[src/rtl/maxterm_pkg.sv]
// Shared constants and state type for the maxterm extractor.
package maxterm_pkg;

    localparam int unsigned N_VARS = 4;
    localparam int unsigned TT_W   = 16;
    localparam int unsigned IDX_W  = 4;
    localparam int unsigned CNT_W  = 5;

    // Highest truth-table index; the scan stops here instead of wrapping.
    localparam logic [IDX_W-1:0] IDX_MAX = IDX_W'(TT_W - 1);

    typedef enum logic [1:0] {
        IDLE = 2'd0,
        SCAN = 2'd1,
        DONE = 2'd2
    } state_e;

endpackage

[src/rtl/maxterm_last_detect.sv]
// Flags the entry at i_idx as the final maxterm: it is zero and no zero bit lies above it.
module maxterm_last_detect
    import maxterm_pkg::*;
(
    input  logic [TT_W-1:0]  i_tt_q,
    input  logic [IDX_W-1:0] i_idx,
    output logic             o_last
);

    logic [TT_W-1:0] w_ge_mask;
    logic [TT_W-1:0] w_above_mask;

    // Mask of positions strictly above i_idx, then look for any zero there.
    always_comb begin
        w_ge_mask    = {TT_W{1'b1}} << i_idx;
        w_above_mask = {w_ge_mask[TT_W-2:0], 1'b0};
        o_last       = ~i_tt_q[i_idx] & ~(|(~i_tt_q & w_above_mask));
    end

endmodule

[src/rtl/maxterm_extractor.sv]
// Scans a captured 4-input truth table and streams the indices of its zero entries.
module maxterm_extractor
    import maxterm_pkg::*;
(
    input  logic             clk,
    input  logic             rst,
    input  logic             start,
    input  logic [TT_W-1:0]  tt,
    input  logic             out_ready,
    output logic             out_valid,
    output logic [IDX_W-1:0] out_index,
    output logic             out_last,
    output logic [CNT_W-1:0] count,
    output logic             busy,
    output logic             done
);

    state_e           r_state;
    state_e           w_state_d;
    logic [TT_W-1:0]  r_tt;
    logic [TT_W-1:0]  w_tt_d;
    logic [IDX_W-1:0] r_idx;
    logic [IDX_W-1:0] w_idx_d;
    logic [CNT_W-1:0] r_count;
    logic [CNT_W-1:0] w_count_d;
    logic             w_entry_zero;
    logic             w_last_zero;

    assign w_entry_zero = ~r_tt[r_idx];

    maxterm_last_detect u_last_detect (
        .i_tt_q (r_tt),
        .i_idx  (r_idx),
        .o_last (w_last_zero)
    );

    // State and datapath registers with synchronous reset.
    always_ff @(posedge clk) begin
        if (rst) begin
            r_state <= IDLE;
            r_tt    <= '0;
            r_idx   <= '0;
            r_count <= '0;
        end else begin
            r_state <= w_state_d;
            r_tt    <= w_tt_d;
            r_idx   <= w_idx_d;
            r_count <= w_count_d;
        end
    end

    // Next-state: one entry per cycle; a zero entry waits for the handshake.
    always_comb begin
        w_state_d = r_state;
        w_tt_d    = r_tt;
        w_idx_d   = r_idx;
        w_count_d = r_count;
        unique case (r_state)
            IDLE: begin
                if (start) begin
                    w_state_d = SCAN;
                    w_tt_d    = tt;
                    w_idx_d   = '0;
                    w_count_d = '0;
                end
            end
            SCAN: begin
                if (!w_entry_zero || out_ready) begin
                    if (w_entry_zero) begin
                        w_count_d = r_count + CNT_W'(1);
                    end
                    if (r_idx == IDX_MAX) begin
                        w_state_d = DONE;
                    end else begin
                        w_idx_d = r_idx + IDX_W'(1);
                    end
                end
            end
            DONE: begin
                w_state_d = IDLE;
            end
            default: begin
                w_state_d = IDLE;
            end
        endcase
    end

    // Outputs depend on registered state only, never on out_ready.
    always_comb begin
        out_valid = (r_state == SCAN) && w_entry_zero;
        out_last  = out_valid && w_last_zero;
        out_index = r_idx;
        count     = r_count;
        busy      = (r_state != IDLE);
        done      = (r_state == DONE);
    end

endmodule

[config.mk]
export PLATFORM = sky130hd
export DESIGN_NAME = maxterm_extractor
export DESIGN_NICKNAME = d
export VERILOG_FILES = /design/src/rtl/maxterm_pkg.sv /design/src/rtl/maxterm_last_detect.sv /design/src/rtl/maxterm_extractor.sv
export SDC_FILE = /design/constraint.sdc
export NUM_CORES = 1
export LEC_CHECK = 0
export BUFFER_PORTS_ARGS = -buffer_cell sky130_fd_sc_hd__buf_2
export CORE_MARGIN = 2
export CORE_UTILIZATION = 30
export CTS_CLUSTER_SIZE = 40
export DETAILED_ROUTE_END_ITERATION = 7
export SLEW_MARGIN = 20
export SYNTH_ARGS = -nofsm -noshare
export SYNTH_HDL_FRONTEND = slang
export SYNTH_HIERARCHICAL = 1
export SYNTH_SLANG_ARGS = --single-unit
[constraint.sdc]
create_clock -name clk -period 3.9 [get_ports clk]
set_input_delay 0.39 -clock clk [delete_from_list [all_inputs] [get_ports clk]]
set_output_delay 0.39 -clock clk [all_outputs]
set_load 0.02 [all_outputs]
==> results of run 1 <==
layout make-up:
class | count | area (µm²) | share of cell area
clock buffers | 3 | 41.3 | 0.0220
repair buffers | 32 | 160 | 0.0853
well taps | 72 | 90.1 | 0.0480
inverters | 5 | 18.8 | 0.0100
flip-flops and latches | 27 | 541 | 0.288
clock inverters | 1 | 5.00 | 0.00267
multi-input cells | 155 | 1020 | 0.544
cell families after synthesis:
group                    share of synthesized area
AND/OR/NAND/NOR                              0.254
AO/OA/AOI/OAI                                0.212
buffers and inverters                       0.0567
adder cells (fa/ha/maj)                     0.0151
flip-flops                                   0.327
multiplexers                                 0.136
path summary, 6_finish.rpt:
| kind | from | end | slack, ns | cells past startpoint |
|---|---|---|---|---|
| min reg2reg | r_tt[0]$_SDFFE_PP0P_ | r_tt[0]$_SDFFE_PP0P_ | 0.50 | 2 |
| min | tt[4] | r_tt[4]$_SDFFE_PP0P_ | 0.34 | 3 |
| max reg2reg | out_index[2]$_SDFFE_PP0P_ | count[4]$_SDFFE_PP0P_ | 1.58 | 6 |
| max | out_index[3]$_SDFFE_PP0P_ | out_last | 0.82 | 5 |
layer usage:
layer | part of all wire | GRT usage
met5 | 0 | 0
met4 | 0.019 | 0.0632
met3 | 0.046 | 0.0161
met2 | 0.43 | 0.190
met1 | 0.51 | 0.201
placed cells by master, fill, tap and decap left out, types with 3 or more instances in the layout:
cell type / instances
nand2b_1: 5
buf_2: 32
nor3_1: 3
inv_1: 5
nor2_1: 10
a21oi_1: 24
clkbuf_8: 3
nand2_1: 42
mux4_1: 3
dfxtp_1: 27
o21ai_0: 6
mux2i_1: 9
nand3_1: 10
sequential cells by signal, indices dropped and copies added (netlist names):
| signal | count |
|---|---|
| r_tt | 16 |
| count | 5 |
| out_index | 4 |
| r_state | 2 |
where the power goes:
| part | leakage (nW) | switching, W | total, W | internal, W |
|---|---|---|---|---|
| Clock | 0.0255 | 0.0000928 | 0.000165 | 0.0000719 |
| Sequential | 0.220 | 0.0000230 | 0.000312 | 0.000289 |
| Combinational | 0.457 | 0.0000566 | 0.0000987 | 0.0000420 |
critical path: cells and delay by family (launching register included):
family / cells / cell delay [ns]
AND/OR/NAND/NOR: 2 / 0.40
buffers and inverters: 1 / 0.15
multiplexers: 2 / 1.11
flip-flops: 1 / 0.75
through the flow:
step	setup WS (ns)	cell area (µm²)
after floorplan	1.27	1660
after global placement	1.15	1830
after detailed placement	1.13	1830
after CTS	0.789	1880
after global routing	0.642	1880
final	0.819	1880
==> metrics.yaml, run 1 <==
critical_path:
  required_ns: 3.51
  end_kind: "primary output"
  cp-start-kind: "register"
  critical_path.slowest_cell: "dfxtp_1"
  cp.arrival_ns: 2.69
  cpPeakStageDelay_ns: 0.75
  crit_fanout: 19
  crit_type: "reg -> out"
  crit_chain: "mux4_1, mux4_2, nor4_2, and2_1, buf_2"
timing:
  finalSetupTns_ns: 0
  fin_hold_ws_ns: 0.336
  max_slew_margin: 0.463
  finalClockSkew_ns: 0.00386
  fmax_mhz: 325
  period_minus_slack_ns: 3.08
  setup_viol: 0
  hold_viol: 0
  fin_crit_sh: 0.790
  slew_violations: 0
  worst_pin_slew_ns: 0.804
  rsz0062_at_grt: "false"
yosys:
  netlist_area_um2: 1660
  yosysWarnings: 6
  ys_ff_latch: 27
  ys_types: 49
  synth.top_cell.area_share: 0.327
  syn_area_per_cell_um2: 8.36
  synth_edf_count: 0
  synth_ff_type: "dfxtp_1"
  synth-seq-area-share: 0.327
  synth_cells: 198
  synthTopCellsByCount: "nand2_1, dfxtp_1, a21oi_1, nand3_1, nor2_1"
  synth_top_area_cell: "dfxtp_1"
  async_flop_share: 0
  synth_nets: 220
  yosysMostFrequentCell: "nand2_1"
  synth_area_leaders: "dfxtp_1, nand2_1, a21oi_1, mux2i_1, mux4_1"
pwr:
  power.density_nw_per_um2: 307
  finalPower_w: 0.000575
  p_leak_nw: 0.703
  irDropWorstVdd_mv: 0.115
clocking:
  cts-resized-gates: 0
  cts_hold_buf: 0
  clock_path_buffers: 2
  numCtsBuffers: 3
  cts_setup_buffers: 0
  worstSkewPairLatency_ns: 0.28
  cts_tree: "yes"
  cts.sinks: 27
  htree_levels: 1
  clk_pin_slew_ns: 0.10
  root_buffer: "clkbuf_8"
layout:
  drive_gt1_frac: 0.233
  nFillCells: 596
  area_growth_syn_to_layout_pct: 13.4
  instances_no_fill: 295
  fin_util: 0.347
  diodes: 0
  nNetsFinal: 246
grt:
  grt_use_total: 0.134
  grt_start_max_net_pins: 30
  grt_pass1_vias: 1321
  antenna_found_initial: 0
  grt_pass1_wl_um: 6680
  grt.overflow.total: 0
place:
  dp_cells: 291
  io_buffers: 32
  place.gp.congestion: 0.841
  dp.final_hpwl_um: 2820
die:
  fp.dieH_um: 78.3
  die_w_um: 78.3
  top_level_ports: 33
  die_area_um2: 6130
  start_util: 0.306
  core_um2: 5410
  rows: 27
detailed_routing:
  drt_first_pass_iters: 4
  ant_nets: 0
  num_vias: 1529
  drc: 0
  avgRoutedWirePerCell_um: 13.6
  via_per_inst: 5.18
  drtIter0Drc: 199
  wirelength_um: 4000
flow_run:
  cap_violations: 0
outcome:
  status: "complete, no violations"
hold_path:
  min_path_type: "in -> reg"
Note: power is estimated with default switching activity, not from simulation.
==> run 2, diff against run 1 <==
- clock period: 3.9 -> 2.8 ns (I/O delays scaled with it)
==> metrics.yaml, run 2 (same netlist as run 1, synthesis figures left out) <==
outcome:
  status: "complete, no violations"
critical_path:
  crit_family: "multiplexers"
  path_buf_inv: 1  # unchanged
  cpPeakStageDelay_ns: 0.62  # -0.13 ns
  crit_chain: "mux4_2, mux4_2, nor4_2, and2_1, buf_2"
  cp.arrival_ns: 2.33  # -0.36 ns
  crit_top_cell: "mux4_2"
  required_ns: 2.52  # -0.99 ns
  crit_start: "out_index[0]$_SDFFE_PP0P_"
  cp-start-kind: "register"
  reg2reg_from: "out_index[2]$_SDFFE_PP0P_"
  end_kind: "primary output"
  crit_type: "reg -> out"
  crit_fanout: 14  # -5
  critical_path.slowest_cell: "dfxtp_1"
layout:
  fin_util: 0.352  # +0.00486
  largest_reg_flops: 16  # unchanged
  multi_input_area_um2: 1020  # unchanged
  diodes: 0  # unchanged
  nFillCells: 608  # +2.0%
  final_common_cell: "nand2_1"
  top_register: "r_tt"
  area_growth_syn_to_layout_pct: 15.0
  regArea_um2: 542  # +0.23%
  final_cell_mix: "nand2_1, buf_2, dfxtp_1"
  nNetsFinal: 249  # +1.2%
  drive_gt1_frac: 0.248  # +0.0146
  final_area_um2: 1900  # +1.4%
die:
  fp.dieH_um: 78.3  # unchanged
  rows: 27  # unchanged
  die_w_um: 78.3  # unchanged
  top_level_ports: 33  # unchanged
  core_um2: 5410  # unchanged
  start_util: 0.306  # unchanged
  die_area_um2: 6130  # unchanged
timing:
  fmax_mhz: 383
  worst_pin_slew_ns: 0.696  # -0.109 ns
  finalClockSkew_ns: 0.00162  # -0.00224 ns
  hold_viol: 0  # unchanged
  period_minus_slack_ns: 2.61
  setup_viol: 0  # unchanged
  rsz0062_at_grt: "false"
  slew_violations: 0  # unchanged
  finalSetupTns_ns: 0  # unchanged
  fin_crit_sh: 0.933
  max_slew_margin: 0.536  # +0.0726
place:
  dp.final_hpwl_um: 2940  # +4.4%
  place.gp.congestion: 0.851  # +1.2%
  dpl_cell_area_um2: 1850  # +1.2%
  io_buffers: 32  # unchanged
clocking:
  cts_tree: "yes"
  htree_levels: 1  # unchanged
  clk_pin_slew_ns: 0.10  # about the same
  worstSkewPairLatency_ns: 0.28  # about the same
  clock_path_buffers: 2  # unchanged
  root_buffer: "clkbuf_8"
  cts.sinks: 27  # unchanged
  numCtsBuffers: 3  # unchanged
detailed_routing:
  num_vias: 1553  # +1.6%
  wirelength_um: 4020  # +0.32%
  avgRoutedWirePerCell_um: 13.5  # -0.69%
  ant_nets: 0  # unchanged
  drtIter0Drc: 144  # -28%
  drt_first_pass_iters: 4  # unchanged
  drc: 0  # unchanged
  via_per_inst: 5.21  # +0.55%
hold_path:
  hold_start: "tt[1]"
  min_path_type: "in -> reg"
grt:
  antenna_found_initial: 0  # unchanged
  grt_start_max_net_pins: 30  # unchanged
  grt_use_total: 0.131  # -0.00340
  grt_pass1_wl_um: 6520  # -2.4%
  grt.overflow.total: 0  # unchanged
  grt_pass1_vias: 1337  # +1.2%
pwr:
  irDropWorstVdd_mv: 0.219  # +90%
  power.density_nw_per_um2: 424  # +38%
  p_leak_nw: 0.716  # +1.8%
  finalPower_w: 0.000807  # +40%
flow_run:
  cap_violations: 0  # unchanged
run 2: final timing paths:
kind / end / slack [ns] / cells past startpoint
min: r_tt[1]$_SDFFE_PP0P_ / 0.23 / 3
max reg2reg: count[4]$_SDFFE_PP0P_ / 0.58 / 7
max: out_last / 0.19 / 5
min reg2reg: r_tt[0]$_SDFFE_PP0P_ / 0.51 / 2
run 2: routing by layer:
layer	share of wire	vias to the layer above	wire length, µm	track usage
li1	-	779	-	-
met1	0.48	716	1930	0.185
met2	0.44	54	1780	0.203
met3	0.063	4	254	0.0241
met4	0.011	0	46	0.0386
met5	0	-	0	0
run 2: layout make-up:
class | instances | share of cell area
clock inverters | 1 | 0.00394
well taps | 72 | 0.0473
inverters | 5 | 0.00986
multi-input cells | 155 | 0.536
repair buffers | 35 | 0.0960
flip-flops and latches | 27 | 0.285
clock buffers | 3 | 0.0217
run 2: power by group:
part / internal [W] / switching, W / leakage, nW
logic: 0.0000599 / 0.0000826 / 0.473
registers: 0.000403 / 0.0000288 / 0.221
clock network: 0.000101 / 0.000132 / 0.0217
run 2: metrics by stage:
| stage | std cells | setup WS (ns) | hold WS (ns) |
|---|---|---|---|
| final | 298 | 0.188 | 0.227 |
| after CTS | 298 | 0.0427 | 0.230 |
| after floorplan | 198 | 0.283 | 0.416 |
| after global routing | 298 | 0.00537 | 0.233 |
| after detailed placement | 294 | 0.358 | 0.496 |
| after global placement | 294 | 0.427 | 0.485 |
run 2: timing repair:
action / CTS / global route
buffers inserted: 0 / 0
hold endpoints to repair: 0 / 0
endpoints found under the setup margin: 0 / 1
hold buffers: 0 / 0
resized for setup: 0 / 1
run 2: tightest hold or removal path, stage by stage:
cell and delay (ns):
buf_2 0.09, nand2_1 0.04, a21oi_1 0.05
